[src/rtl/prio_drain_mux.sv]
// prio_drain_mux: N:1 registered select mux with a priority-drain mode that
// emits a masked snapshot of all inputs, lowest index first, over valid/ready.
//
// state | meaning
// IDLE  | direct select (mode=0) or waiting for start (mode=1)
// DRAIN | emitting snapshot items, one per accepted cycle
module prio_drain_mux #(
    parameter  int WIDTH = 32,
    parameter  int N     = 32,
    localparam int SELW  = $clog2(N)
) (
    input  logic                 clk,
    input  logic                 rst,
    input  logic                 mode,
    input  logic                 start,
    input  logic [SELW-1:0]      sel,
    input  logic [N-1:0]         valid_mask,
    input  logic [N*WIDTH-1:0]   din,
    input  logic                 out_ready,
    output logic                 ready,
    output logic [WIDTH-1:0]     dout,
    output logic [SELW-1:0]      dout_idx,
    output logic                 dout_valid,
    output logic                 done
);

    typedef enum logic {IDLE = 1'b0, DRAIN = 1'b1} state_t;

    localparam logic [SELW:0] NLIM = (SELW+1)'(N);

    state_t             state, state_n;
    logic [N-1:0]       rem, rem_n;
    logic [WIDTH-1:0]   snap [N];
    logic [WIDTH-1:0]   din_w [N];
    logic [WIDTH-1:0]   dout_n;
    logic [SELW-1:0]    idx_n;
    logic               vld_n;
    logic               done_n;
    logic               load;
    logic [SELW-1:0]    pidx;
    logic               sel_ok;

    for (genvar k = 0; k < N; k++) begin : g_unpack
        assign din_w[k] = din[k*WIDTH +: WIDTH];
    end

    assign ready  = (state == IDLE);
    assign sel_ok = ({1'b0, sel} < NLIM);

    // Descending scan so the lowest set bit is the last (winning) assignment.
    always_comb begin
        pidx = '0;
        for (int i = N-1; i >= 0; i--) begin
            if (rem[i]) pidx = SELW'(i);
        end
    end

    always_comb begin
        state_n = state;
        rem_n   = rem;
        dout_n  = dout;
        idx_n   = dout_idx;
        vld_n   = dout_valid;
        done_n  = 1'b0;
        load    = 1'b0;
        case (state)
            IDLE: begin
                if (!mode) begin
                    idx_n = sel;
                    if (sel_ok) begin
                        dout_n = din_w[sel];
                        vld_n  = valid_mask[sel];
                    end else begin
                        dout_n = '0;
                        vld_n  = 1'b0;
                    end
                end else begin
                    vld_n = 1'b0;
                    if (start) begin
                        load    = 1'b1;
                        rem_n   = valid_mask;
                        state_n = DRAIN;
                    end
                end
            end
            DRAIN: begin
                if (!dout_valid || out_ready) begin
                    if (rem != '0) begin
                        dout_n      = snap[pidx];
                        idx_n       = pidx;
                        vld_n       = 1'b1;
                        rem_n[pidx] = 1'b0;
                    end else begin
                        vld_n   = 1'b0;
                        done_n  = 1'b1;
                        state_n = IDLE;
                    end
                end
            end
            default: state_n = IDLE;
        endcase
    end

    always_ff @(posedge clk) begin
        if (rst) begin
            state      <= IDLE;
            rem        <= '0;
            dout       <= '0;
            dout_idx   <= '0;
            dout_valid <= 1'b0;
            done       <= 1'b0;
            for (int k = 0; k < N; k++) snap[k] <= '0;
        end else begin
            state      <= state_n;
            rem        <= rem_n;
            dout       <= dout_n;
            dout_idx   <= idx_n;
            dout_valid <= vld_n;
            done       <= done_n;
            if (load) begin
                for (int k = 0; k < N; k++) snap[k] <= din_w[k];
            end
        end
    end

endmodule
[config.mk]
export PLATFORM = sky130hd
export DESIGN_NAME = prio_drain_mux
export DESIGN_NICKNAME = d
export VERILOG_FILES = /design/src/rtl/prio_drain_mux.sv
export SDC_FILE = /design/constraint.sdc
export NUM_CORES = 2
export LEC_CHECK = 0
export ABC_AREA = 1
export CAP_MARGIN = 20
export CELL_PAD_IN_SITES_DETAIL_PLACEMENT = 1
export CELL_PAD_IN_SITES_GLOBAL_PLACEMENT = 1
export CORE_AREA = 2 2 429 431
export CTS_BUF_LIST = sky130_fd_sc_hd__clkbuf_2 sky130_fd_sc_hd__clkbuf_4 sky130_fd_sc_hd__clkbuf_8
export CTS_CLUSTER_SIZE = 25
export DETAILED_ROUTE_END_ITERATION = 10
export DIE_AREA = 0 0 431 433
export GPL_TIMING_DRIVEN = 1
export PLACE_DENSITY = 0.72
export SYNTH_ARGS = -nofsm -noshare
export SYNTH_HDL_FRONTEND = slang
export SYNTH_SLANG_ARGS = --single-unit
[constraint.sdc]
create_clock -name clk -period 26.9 [get_ports clk]
set_input_delay 2.69 -clock clk [delete_from_list [all_inputs] [get_ports clk]]
set_output_delay 2.69 -clock clk [all_outputs]
set_load 0.01 [all_outputs]
==> results.yml <==
run_status:
  outcome: "complete, no violations"
power:
  internal-power_mw: 3.34
  sequentialPowerShare: 0.381
  clockPowerShare: 0.309
  p_leak_nw: 34.6
  combPwrFrac: 0.309
  switchingPower_mw: 2.06
  switching_share: 0.381
  power_density_nw_per_um2: 67.8
  vdd_drop_max_mv: 0.0503
grt:
  grt_pass1_vias: 64921
  grt_overflow: 0
  grt_max_degree: 185
  antenna_found_initial: 72
  grt_pass1_wl_um: 468000
  track_usage: 0.348
clock_tree:
  clockRootBuffer: "clkbuf_8"
  cts_max_level: 4
  clock_sinks: 1096
  cts.clk_slew.worst_paths_ps: 50
  cts_setup_buffers: 0
  clock_path_buffers: 3
  cts_buffers: 200
  cts_tree: "built"
  holdBufCountCts: 0
  cts_resized: 0
  insertion_delay_ps: 1000
detailed_routing:
  detail_route.wirelength_um: 337000
  drt_iter0_markers: 7848
  firstDrtPassIters: 6
  viasPerCell: 5.78
  drc_errors: 0
  vias: 65388
  antenna_left: 0
  wl_per_cell_um: 29.8
critical_path:
  required_ps: 27470
  slowest_stage: "buf_4"
  path_buf_inv: 7
  slowest_delay_ps: 950
  worst_setup_path_start_kind: "input port"
  crit_path_frequent_cell: "buf_4"
  path_delay_family: "buffers and inverters"
  cp_max_fo: 76
  critical_path.cell_chain: "clkdlybuf4s50_1 > nand3_1 > nand2_4 > buf_4 > buf_4 > buf_4 > buf_4 > buf_4 > buf_4"
  worstSetupPathType: "input port to flip-flop"
  cp-end-kind: "flip-flop"
  worst-endpoint-arrival_ps: 9610
sta:
  drv_slew: 0
  tns_ps: 0
  setup_viol: 0
  holdWs_ps: 476
  fin_ws_ps: 17870
  worstMarginPinSlew_ps: 1330
  fin_crit_ps: 9030
  clock_skew_ps: 64.8
  fmax_mhz: 111
  finalHoldViolCount: 0
  fin_crit_sh: 0.336
  relSlewSlack: 0.116
  rsz0062_at_grt: "false"
synth:
  yosys_warnings: 0
  postSynthCellCount: 7979
  synth.most_common_cell: "inv_1"
  syn_nets: 9045
  synth_top_area_cell: "edfxtp_1"
  seq_area_frac_synth: 0.510
  yosys-top-cells-count: "inv_1 (1241), nor2_1 (1139), nand3_1 (1079), edfxtp_1 (1024), nand2_1 (855)"
  synthTopCellsByArea: "edfxtp_1 (49%), nand3_1 (8.6%), inv_1 (7.4%)"
  synth.top_cell.area_share: 0.487
  synth_area_um2: 63100
  synth_ff_type: "edfxtp_1"
  avgSynthCellArea_um2: 7.91
  synth_edf_count: 1024
  synth-seq-cells: 1096
  ys_types: 31
  ys_async_sr_fraction: 0
cells_and_area:
  drive_gt1_frac: 0.0542
  post-route-util: 0.437
  fin_nets: 9777
  areaGrowthSynthToFinish_pct: 26.3
floorplan:
  die_w_um: 431
  die_h_um: 433
  start_util: 0.346
  rows: 157
  dieArea_um2: 187000
  io_pins: 1106
  coreArea_um2: 182000
placement:
  post-place-ws_ps: 16570
  port_buffers: 1105
  dp_hpwl_um: 234000
  gp_congestion: 0.961
run:
  maxCapViolations: 0
worst_hold_path:
  hp-class: "flip-flop to flip-flop"
per-layer routing:
| metal | vias to the layer above | routed length (µm) | global-route usage |
|---|---|---|---|
| met5 | - | 150 | 0 |
| met4 | 22 | 23600 | 0.223 |
| met3 | 768 | 31700 | 0.0651 |
| met2 | 3871 | 148000 | 0.530 |
| met1 | 32317 | 133000 | 0.455 |
| li1 | 28410 | - | - |
logic make-up after synthesis:
kind of cell | Yosys count | synth area share
AND/OR/NAND/NOR | 3702 | 0.269
buffers and inverters | 1925 | 0.118
AO/OA/AOI/OAI | 1256 | 0.104
flip-flops | 1096 | 0.510
cells in the final DEF (no fill, tap or decap), types with 2 or more instances in the layout:
cell type        synthesis  final
inv_1                 1241   1236
nor2_1                1139   1130
clkdlybuf4s50_1          0   1100
nand3_1               1079   1079
edfxtp_1              1024   1024
nand2_1                855    854
o21ai_0                602    601
a21oi_1                551    551
nand4_1                516    516
clkbuf_8                 0    212
nand3b_1                96     96
buf_4                    9     95
clkbuf_4                 0     90
dfxtp_1                 72     71
diode_2                  0     42
a221oi_1                32     32
clkinv_1                 3     32
a31oi_1                 31     31
clkinv_2                 0     28
o211ai_1                26     26
nor2_4                   0      9
inv_8                    0      8
o22ai_1                  8      8
nor3_1                   9      7
clkinvlp_4               0      7
buf_12                   0      7
inv_2                    3      4
nand2_8                  0      4
nor4_1                   4      4
bufinv_16                0      4
buf_8                    0      3
nor3_2                   0      2
inv_6                    0      2
sequential cells by signal, indices dropped and copies added (netlist names):
register	flops
dout_idx	5
state	1
snap	1024
dout	32
rem	32
dout_valid	1
done	1
path summary, 6_finish.rpt:
check / startpoint / end / slack [ps] / cells after the start
min reg2reg: dout_idx[0]$_SDFFE_PP0P_ / dout_idx[0]$_SDFFE_PP0P_ / 480 / 2
max reg2reg: state$_SDFF_PP0_ / snap[24][27]$_SDFFCE_PP0P_ / 19290 / 10
max: mode / snap[24][27]$_SDFFCE_PP0P_ / 17870 / 9
min: dout_idx[0]$_SDFFE_PP0P_ / dout_idx[0]$_SDFFE_PP0P_ / 480 / 2
cell type report:
class | count | area, µm²
fillers | 21700 | 102000
flip-flops and latches | 1096 | 32200
multi-input cells | 4958 | 23600
repair buffers | 1208 | 12000
inverters | 1247 | 4730
clock buffers | 300 | 3570
well taps | 2385 | 2980
clock inverters | 77 | 508
diodes | 42 | 105
stage by stage:
step                cells  cell area [µm²]  total power, mW
finish              11313            79700             5.40
global route        11307            79700             5.58
CTS                 11268            79500             5.38
detailed placement  10891            75400             3.72
global placement    10890            75400             3.69
floorplan            7979            63100             3.05
power groups by stage:
stage	logic [mW]	clock network [mW]	registers, mW
2_1_floorplan	0.861	0	2.19
3_3_place_gp	1.61	0	2.08
3_5_place_dp	1.63	0	2.09
4_1_cts	1.64	1.68	2.06
5_1_grt	1.76	1.75	2.07
6_report	1.67	1.67	2.06
worst min-delay path: stages, from the launching register on:
cell and delay, ps:
dfxtp_1 310, nand2_1 60, a21oi_1 60
Note: power is estimated with default switching activity, not from simulation.
